$ cat src/rtl/parking_pkg.sv
// Shared definitions for the parking occupancy controller.
//   lane_state_e   : per-lane direction FSM state (3-bit, IDLE = 0)
//   DEB_CYCLES_DEF : default debounce length in cycles
//   clamp_occ      : saturate a signed occupancy estimate into [0, cap]
package parking_pkg;

  typedef enum logic [2:0] {
    ST_IDLE     = 3'd0,
    ST_IN_A     = 3'd1,
    ST_IN_AB    = 3'd2,
    ST_IN_B     = 3'd3,
    ST_OUT_B    = 3'd4,
    ST_OUT_AB   = 3'd5,
    ST_OUT_A    = 3'd6,
    ST_WAIT_CLR = 3'd7
  } lane_state_e;

  localparam int DEB_CYCLES_DEF = 4;

  function automatic int clamp_occ(input int val, input int cap);
    if (val < 0)   return 0;
    if (val > cap) return cap;
    return val;
  endfunction

endpackage

$ cat src/rtl/parking_lane_fsm.sv
// One sensor lane: 2-flop synchronisers, pair debouncer and direction FSM.
// Ports:
//   clk, rst  : clock, synchronous active-high reset
//   a_i, b_i  : raw asynchronous beam sensors (street side a, lot side b)
//   entry_o   : 1-cycle pulse when a car completes an entry
//   exit_o    : 1-cycle pulse when a car completes an exit
//   fault_o   : 1-cycle pulse on an illegal debounced sensor transition
module parking_lane_fsm
  import parking_pkg::*;
#(
  parameter int DEB_CYCLES = DEB_CYCLES_DEF
) (
  input  logic clk,
  input  logic rst,
  input  logic a_i,
  input  logic b_i,
  output logic entry_o,
  output logic exit_o,
  output logic fault_o
);

  localparam int DC_W = $clog2(DEB_CYCLES + 1);

  logic [1:0]      sync1_q, sync2_q;
  logic [1:0]      cand_q;
  logic [DC_W-1:0] cnt_q;
  logic [1:0]      deb_q;
  lane_state_e     state_q;
  logic            entry_q, exit_q, fault_q;

  // Synchroniser stage: pair is {a, b}
  always_ff @(posedge clk) begin
    if (rst) begin
      sync1_q <= 2'b00;
      sync2_q <= 2'b00;
    end else begin
      sync1_q <= {a_i, b_i};
      sync2_q <= sync1_q;
    end
  end

  // Debounce stage: a new synced pair becomes the candidate; it is accepted
  // only after it has stayed unchanged for DEB_CYCLES further samples, so a
  // change shorter than that never reaches the FSM.
  always_ff @(posedge clk) begin
    if (rst) begin
      cand_q <= 2'b00;
      cnt_q  <= '0;
      deb_q  <= 2'b00;
    end else if (sync2_q != cand_q) begin
      cand_q <= sync2_q;
      cnt_q  <= '0;
    end else if (cnt_q >= DC_W'(DEB_CYCLES - 1)) begin
      deb_q <= cand_q;
    end else begin
      cnt_q <= cnt_q + 1'b1;
    end
  end

  // Direction FSM stage: events registered alongside the state
  always_ff @(posedge clk) begin
    if (rst) begin
      state_q <= ST_IDLE;
      entry_q <= 1'b0;
      exit_q  <= 1'b0;
      fault_q <= 1'b0;
    end else begin
      entry_q <= 1'b0;
      exit_q  <= 1'b0;
      fault_q <= 1'b0;
      case (state_q)
        ST_IDLE: begin
          case (deb_q)
            2'b00: state_q <= ST_IDLE;
            2'b10: state_q <= ST_IN_A;
            2'b01: state_q <= ST_OUT_B;
            default: begin state_q <= ST_WAIT_CLR; fault_q <= 1'b1; end
          endcase
        end
        ST_IN_A: begin
          case (deb_q)
            2'b10: state_q <= ST_IN_A;
            2'b11: state_q <= ST_IN_AB;
            2'b00: state_q <= ST_IDLE;
            default: begin state_q <= ST_WAIT_CLR; fault_q <= 1'b1; end
          endcase
        end
        ST_IN_AB: begin
          case (deb_q)
            2'b11: state_q <= ST_IN_AB;
            2'b01: state_q <= ST_IN_B;
            2'b10: state_q <= ST_IN_A;
            default: begin state_q <= ST_WAIT_CLR; fault_q <= 1'b1; end
          endcase
        end
        ST_IN_B: begin
          case (deb_q)
            2'b01: state_q <= ST_IN_B;
            2'b00: begin state_q <= ST_IDLE; entry_q <= 1'b1; end
            2'b11: state_q <= ST_IN_AB;
            default: begin state_q <= ST_WAIT_CLR; fault_q <= 1'b1; end
          endcase
        end
        ST_OUT_B: begin
          case (deb_q)
            2'b01: state_q <= ST_OUT_B;
            2'b11: state_q <= ST_OUT_AB;
            2'b00: state_q <= ST_IDLE;
            default: begin state_q <= ST_WAIT_CLR; fault_q <= 1'b1; end
          endcase
        end
        ST_OUT_AB: begin
          case (deb_q)
            2'b11: state_q <= ST_OUT_AB;
            2'b10: state_q <= ST_OUT_A;
            2'b01: state_q <= ST_OUT_B;
            default: begin state_q <= ST_WAIT_CLR; fault_q <= 1'b1; end
          endcase
        end
        ST_OUT_A: begin
          case (deb_q)
            2'b10: state_q <= ST_OUT_A;
            2'b00: begin state_q <= ST_IDLE; exit_q <= 1'b1; end
            2'b11: state_q <= ST_OUT_AB;
            default: begin state_q <= ST_WAIT_CLR; fault_q <= 1'b1; end
          endcase
        end
        default: begin
          // WAIT_CLR: ignore everything until the lane is fully clear
          if (deb_q == 2'b00) state_q <= ST_IDLE;
          else                state_q <= ST_WAIT_CLR;
        end
      endcase
    end
  end

  assign entry_o = entry_q;
  assign exit_o  = exit_q;
  assign fault_o = fault_q;

endmodule

$ cat src/rtl/parking_occupancy_ctrl.sv
// Multi-lane parking lot occupancy controller.
// Ports:
//   clk, rst          : clock, synchronous active-high reset
//   sens_a, sens_b    : raw per-lane beam sensors (1 = blocked)
//   clr_count         : synchronous clear of occupancy (lane FSMs untouched)
//   occupancy         : cars currently in the lot, saturating at CAPACITY
//   full, empty       : occupancy == CAPACITY / occupancy == 0
//   entry_evt/exit_evt: per-lane 1-cycle completed passage pulses
//   fault             : per-lane 1-cycle illegal-sequence pulse
//   overflow          : 1-cycle pulse, entries rejected because lot full
//   underflow         : 1-cycle pulse, exits ignored because lot empty
module parking_occupancy_ctrl
  import parking_pkg::*;
#(
  parameter  int N_LANES    = 2,
  parameter  int CAPACITY   = 100,
  parameter  int DEB_CYCLES = DEB_CYCLES_DEF,
  localparam int CNT_W      = $clog2(CAPACITY + 1)
) (
  input  logic               clk,
  input  logic               rst,
  input  logic [N_LANES-1:0] sens_a,
  input  logic [N_LANES-1:0] sens_b,
  input  logic               clr_count,
  output logic [CNT_W-1:0]   occupancy,
  output logic               full,
  output logic               empty,
  output logic [N_LANES-1:0] entry_evt,
  output logic [N_LANES-1:0] exit_evt,
  output logic [N_LANES-1:0] fault,
  output logic               overflow,
  output logic               underflow
);

  // Popcount width must hold N_LANES itself; sum width adds a sign bit.
  localparam int EW    = $clog2(N_LANES + 1);
  localparam int SUM_W = CNT_W + EW + 1;
  localparam logic signed [SUM_W-1:0] CAP_S = SUM_W'(CAPACITY);

  logic [N_LANES-1:0] entry_w, exit_w, fault_w;

  genvar gi;
  generate
    for (gi = 0; gi < N_LANES; gi++) begin : g_lane
      parking_lane_fsm #(
        .DEB_CYCLES (DEB_CYCLES)
      ) u_lane (
        .clk     (clk),
        .rst     (rst),
        .a_i     (sens_a[gi]),
        .b_i     (sens_b[gi]),
        .entry_o (entry_w[gi]),
        .exit_o  (exit_w[gi]),
        .fault_o (fault_w[gi])
      );
    end
  endgenerate

  logic [EW-1:0]           e_cnt, x_cnt;
  logic signed [SUM_W-1:0] sum_s;
  logic [CNT_W-1:0]        occ_d;
  logic [CNT_W-1:0]        occ_q;
  logic                    full_q, empty_q, ovf_q, unf_q;

  // Net entries/exits first, then saturate into [0, CAPACITY]
  always_comb begin
    e_cnt = '0;
    x_cnt = '0;
    for (int i = 0; i < N_LANES; i++) begin
      e_cnt = e_cnt + EW'(entry_w[i]);
      x_cnt = x_cnt + EW'(exit_w[i]);
    end
    sum_s = SUM_W'(occ_q) + SUM_W'(e_cnt) - SUM_W'(x_cnt);
    occ_d = CNT_W'(clamp_occ(int'(sum_s), CAPACITY));
  end

  // Counter stage: clr_count overrides any same-cycle events
  always_ff @(posedge clk) begin
    if (rst || clr_count) begin
      occ_q   <= '0;
      full_q  <= 1'b0;
      empty_q <= 1'b1;
      ovf_q   <= 1'b0;
      unf_q   <= 1'b0;
    end else begin
      occ_q   <= occ_d;
      full_q  <= (occ_d == CNT_W'(CAPACITY));
      empty_q <= (occ_d == '0);
      ovf_q   <= (sum_s > CAP_S);
      unf_q   <= (sum_s < 0);
    end
  end

  assign occupancy = occ_q;
  assign full      = full_q;
  assign empty     = empty_q;
  assign overflow  = ovf_q;
  assign underflow = unf_q;
  assign entry_evt = entry_w;
  assign exit_evt  = exit_w;
  assign fault     = fault_w;

endmodule

$ cat config.mk
export PLATFORM = sky130hd
export DESIGN_NAME = parking_occupancy_ctrl
export DESIGN_NICKNAME = d
export VERILOG_FILES = /design/src/rtl/parking_pkg.sv /design/src/rtl/parking_lane_fsm.sv /design/src/rtl/parking_occupancy_ctrl.sv
export SDC_FILE = /design/constraint.sdc
export NUM_CORES = 1
export LEC_CHECK = 0
export ABC_AREA = 1
export BUFFER_PORTS_ARGS = -buffer_cell sky130_fd_sc_hd__buf_2
export CAP_MARGIN = 20
export CORE_UTILIZATION = 32
export CTS_CLUSTER_SIZE = 8
export DETAILED_ROUTE_END_ITERATION = 12
export GPL_ROUTABILITY_DRIVEN = 0
export PLACE_DENSITY = 0.45
export SLEW_MARGIN = 0
export SYNTH_ARGS = -nofsm -noshare
export SYNTH_HDL_FRONTEND = slang
export SYNTH_HIERARCHICAL = 1
export SYNTH_SLANG_ARGS = --single-unit
$ cat constraint.sdc
create_clock -name clk -period 7.7 [get_ports clk]
set_clock_uncertainty 0.15 [all_clocks]
set_input_delay 0.385 -clock clk [delete_from_list [all_inputs] [get_ports clk]]
set_output_delay 0.385 -clock clk [all_outputs]
set_load 0.02 [all_outputs]
Word level (Yosys, flattened, before mapping)
Index checks and enable logic that the tools add are counted.
W data, S select, Z words.
{ "classes": {"addsub": 6, "order_cmp": 5, "n_eq_ne": 21, "n_mux": 36, "n_bitwise": 6, "n_reduce_logical": 28} }
{ "ops": {"columns": ["cell", "count"], "rows": [
  ["$pmux W3 S3", 12],
  ["$pmux W3 S7", 2],
  ["$reduce_or A2 Y1", 12],
  ["$reduce_or A3 Y1", 8],
  ["$mux W7", 3],
  ["$eq A3 B3 Y1 const B", 6],
  ["$gt A9 B8 Y1 const B", 2],
  ["$mux W1", 13],
  ["$eq A3 B2 Y1 const B", 4],
  ["$pmux W2 S3", 2],
  ["$lt A9 B1 Y1 const B", 1],
  ["$sub A8 B2 Y9", 1],
  ["$add A7 B2 Y8", 1],
  ["$eq A2 B2 Y1 const B", 4],
  ["$pmux W1 S4", 2],
  ["$eq A7 B7 Y1 const B", 1],
  ["$logic_not A7 Y1", 1],
  ["$add A3 B1 Y3 const B", 2],
  ["$eq A3 B1 Y1 const B", 2],
  ["$ge A3 B2 Y1 const B", 2],
  ["$logic_not A3 Y1", 2],
  ["$mux W3", 2],
  ["$not A1 Y1", 6],
  ["$add A1 B1 Y2", 2],
  ["5 further kinds", 9]
]} }
{ "word_totals": {"ff_bits": 45, "in_bits": 7, "out_inout_bits": 17, "word_cells": 125} }

Logic depth before layout (Yosys ltp)
{ "logic_depth": {"depth_word": 9, "mapped_depth": 18, "mapped_depth_nobuf": 18} }

Cells and area by module
Netlist, hierarchy kept.
{ "modules_own_cells": {"columns": ["module", "instances", "cells_each", "area_each_um2", "seq_area_each_um2"], "rows": [
  ["parking_lane_fsm (g_lane[1].u_lane)", 1, 142, 1056.0, 340.3],
  ["parking_lane_fsm (g_lane[0].u_lane)", 1, 144, 1012.2, 340.3],
  ["parking_occupancy_ctrl", 1, 124, 874.6, 220.2]
]} }

Worst setup path before layout
OpenSTA, ideal clock, no wires.
{ "synth_timing": {"path_type": "register to register", "start": "register g_lane[0].u_lane.exit_q", "end": "register occ_q[1] (netlist: occupancy[1])", "setup_time_ps": 116, "t_arrival_ps": 2853, "path_slack_ps": 4582, "stages_incl_launch_ff": 16, "n_path_buf": 0, "synth_period_minus_slack_ps": 3118, "path_cell_list": "dfxtp_1 -> inv_1 -> fa_1 -> inv_1 -> fa_1 -> inv_1 -> ha_1 -> inv_1 -> fa_1 -> inv_1 -> nand3_1 -> nand2_1 -> xor2_1 -> nand3_2 -> a21boi_4 -> and3_1"} }
{ "synth_between": {"elab_chain_cells": 7, "word_cells_on_any_way": 9, "classes_between": "add/sub (2); order compare (2); mux (5)"} }
{ "synth_lines": {"columns": ["item", "line", "text"], "rows": [
  ["start: declaration", "parking_lane_fsm.sv:29", "logic entry_q, exit_q, fault_q;"],
  ["start signal: assignment", "parking_lane_fsm.sv:65", "exit_q <= 1'b0;"],
  ["start signal: assignment", "parking_lane_fsm.sv:69", "exit_q <= 1'b0;"],
  ["start signal: assignment", "parking_lane_fsm.sv:123", "2'b00: begin state_q <= ST_IDLE; exit_q <= 1'b1; end"],
  ["$add A1 B1 Y2 (*)", "parking_occupancy_ctrl.sv:71", "x_cnt = x_cnt + EW'(exit_w[i]);"],
  ["$sub A8 B2 Y9 (*)", "parking_occupancy_ctrl.sv:73", "sum_s = SUM_W'(occ_q) + SUM_W'(e_cnt) - SUM_W'(x_cnt);"],
  ["$gt A9 B8 Y1", "parking_pkg.sv:22", "if (val > cap) return cap;"],
  ["$mux W1 (2 in series)", "parking_pkg.sv:22", null],
  ["$mux W7", "parking_pkg.sv:23", "return val;"],
  ["$mux W7 (*)", "parking_pkg.sv:22", null],
  ["end signal: assignment", "parking_occupancy_ctrl.sv:80", "occ_q <= '0;"],
  ["end signal: assignment", "parking_occupancy_ctrl.sv:86", "occ_q <= occ_d;"],
  ["end: declaration", "parking_occupancy_ctrl.sv:62", "logic [CNT_W-1:0] occ_q;"]
]} }
Mark *: on every way between the ends. The rest lies on a longest branch, timed or not. The select of a mux whose other input is x is not followed.
A chain may end at the register's enable or synchronous reset.

Worst setup path after layout
Ends and elaborated chain as after synthesis.

==> results.toml <==
[global_routing]
overflow = 0
grt_pass1_wl_um = 10200
grt_util_all_layers_pct = 12.8
grt_pass1_vias = 2299
grt_max_degree = 28
antenna_found_initial = 0

[detailed_routing]
wirelength_um = 5570
firstDrtPassIters = 8
ant_nets = 0
drt_iter0_drc = 69
via_per_inst = 4.50
wire_per_inst_um = 10.3
via_count = 2432
drc = 2

[clock_network]
cts_resized = 0
path_clk_slew_ps = 80
cts_setup_buffers = 0
holdBufCountCts = 0
clock_sinks = 45
htreeDepth = 2
cts_made_buffers = 5
clock_path_buffers = 2
insertion_delay_ps = 290
cts_root_buf = "clkbuf_8"
cts_tree = "built"

[cells_and_area]
mostFrequentLayoutCells = "78 x inv_1, 74 x nand2_1, 50 x nand3_1, 45 x dfxtp_1, 44 x nor2_1"
syn_to_final_growth_pct = 9.27
finalInstanceArea_um2 = 3220
instances_no_fill = 541
layout_commonest_cell = "inv_1"
num-nets-final = 470
antenna_cells = 0
drive_gt1_share_pct = 16.2

[run_status]
status = "finished with violations"
violations = "DRC"

[floorplan]
rows = 34
die_height_um = 97.9
coreArea_um2 = 8810
start_util_pct = 33.4
die_w_um = 97.9
io_pins = 24
die-area_um2 = 9580

[placed_design]
hpwl_um = 4420
pre_cts_ws_ps = 4520
io_buffer_count = 23
placed_cells = 533
place_area_um2 = 3110

[worst_setup_path]
arrival_ps = 3200
critPathRequiredTime_ps = 7740
rrSetupSlack_ps = 4540
worstSetupEndpointType = "flip-flop"
critPathMaxFanout = 7
start_kind = "flip-flop"
crit_type = "reg -> reg"
r2r_end = "occupancy[1]"
regToRegStartpoint = "g_lane[0].u_lane/exit_o"
worstRegToRegCells = 15

[timing]
final_hold_viol_count = 0
fin_crit_sh_pct = 41.1
drv_slew = 0
setup_violations = 0
finalCriticalPeriod_ps = 3160
max_freq_mhz = 316
tns_ps = 0
finalWorstSetupSlack_ps = 4540
relSlewSlack_pct = 60.1
rsz0062_at_grt = "no"
worstMarginPinSlew_ps = 598

[power]
vdd_drop_max_mv = 0.146
power_uw = 896
p_leak_uw = 0.00161
p_per_area_nw_per_um2 = 279

[logic_synthesis]
ys_seq_elements = 45
yosys_warnings = 6
synth_area_um2 = 2940
async_flop_share_pct = 0
synth.top_cell.area_share_pct = 30.6
synth_edf_count = 0
synth.distinct_cells = 35
yosysTopAreaCell = "dfxtp_1"
synth_nets = 448
ys.flop_type = "dfxtp_1"
avgSynthCellArea_um2 = 7.18
synthTopCellsByArea = "dfxtp_1 31%, ha_1 12%, inv_1 9.9%"
ys_seq_area_share_pct = 30.6
syn_inst = 410

[run]
maxCapViolations = 0

[worst_hold_path]
whs_path_depth = 3
hold_class = "in -> reg"
min_to = "empty"
hp-start = "clr_count"
## final cells by class
class / instances / area, µm²
clock buffers: 7 / 96.3
repair buffers: 23 / 115
fillers: 968 / 5590
clock inverters: 1 / 5.00
flip-flops and latches: 45 / 901
well taps: 108 / 135
inverters: 89 / 334
multi-input cells: 268 / 1630
## critical path: stages, from the launching register on
cell and delay, ps:
dfxtp_1 330, inv_1 50, fa_1 500, inv_1 50, fa_1 350, inv_1 60, ha_1 150, inv_1 50
fa_1 390, inv_1 90, nand3_1 70, nand2_1 80, xor2_1 240, nand3_2 150, a21boi_4 190, and3_1 160
## how the worst max path moves through the flow
| stage | cells after the start | slack [ps] | end | from |
|---|---|---|---|---|
| detailed placement | 16 | 4520 | occupancy[2] | g_lane[0].u_lane/exit_o |
| floorplan | 15 | 4580 | occupancy[1] | g_lane[0].u_lane/exit_o |
| finish | 15 | 4540 | occupancy[1] | g_lane[0].u_lane/exit_o |
| global route | 17 | 4310 | empty | g_lane[0].u_lane/exit_o |
| global placement | 16 | 4550 | occupancy[2] | g_lane[0].u_lane/exit_o |
| CTS | 16 | 4510 | occupancy[2] | g_lane[0].u_lane/exit_o |
## sequential cells by signal (all words and copies together), names as in the netlist, 2 cells and up
signal / flops
g_lane.u_lane/sync1_q: 4
g_lane.u_lane/cnt_q: 6
g_lane.u_lane/entry_o: 2
occupancy: 7
g_lane.u_lane/deb_q: 4
g_lane.u_lane/exit_o: 2
g_lane.u_lane/state_q: 6
g_lane.u_lane/sync2_q: 4
g_lane.u_lane/fault_o: 2
g_lane.u_lane/cand_q: 4
## routing by layer
metal | wire length [µm] | up-vias | share of wire (%) | track usage (%)
met5 | 0 | - | 0 | 0
met4 | 76 | 0 | 1.4 | 4.43
met3 | 197 | 7 | 3.5 | 2.22
met2 | 2520 | 44 | 45 | 21.4
met1 | 2780 | 1070 | 50 | 16.6
li1 | - | 1311 | - | -
## metrics by stage
stage | util [%] | hold WS, ps
floorplan | - | 238
global placement | 35.4 | 244
detailed placement | 35.4 | 245
CTS | 36.5 | 122
global route | 36.5 | 129
finish | 36.5 | 136
## cell usage after synthesis (2+ instances only)
cell type / number
nand2_2: 4
inv_2: 11
inv_1: 78
nor2_4: 3
buf_6: 6
nand3_1: 50
nor2_2: 6
and3_1: 2
nand3_2: 3
xnor2_1: 5
ha_1: 28
nor2_1: 44
fa_1: 3
or2_1: 2
a21oi_2: 3
nor4_1: 4
a21oi_1: 13
nand4_1: 8
dfxtp_1: 45
nand2_1: 74
a211oi_1: 2
o21ai_2: 3
## cell families (layout without fill, tap and decap cells)
family | Yosys count | count (layout) | synth area share (%)
AO/OA/AOI/OAI | 26 | 26 | 6.76
XOR/XNOR | 6 | 6 | 1.79
adder cells (fa/ha/maj) | 31 | 31 | 13.9
buffers and inverters | 97 | 120 | 14.0
flip-flops | 45 | 45 | 30.6
AND/OR/NAND/NOR | 205 | 205 | 32.9
## power by group
| part | leakage (µW) | total, µW | internal, µW | switching, µW |
|---|---|---|---|---|
| Clock | 0.0000542 | 158 | 81.2 | 77.3 |
| Sequential | 0.000366 | 270 | 256 | 13.5 |
| Combinational | 0.00119 | 468 | 164 | 304 |
| Total | 0.00161 | 896 | 502 | 395 |
No activity file was read; power rests on OpenSTA's default activity.
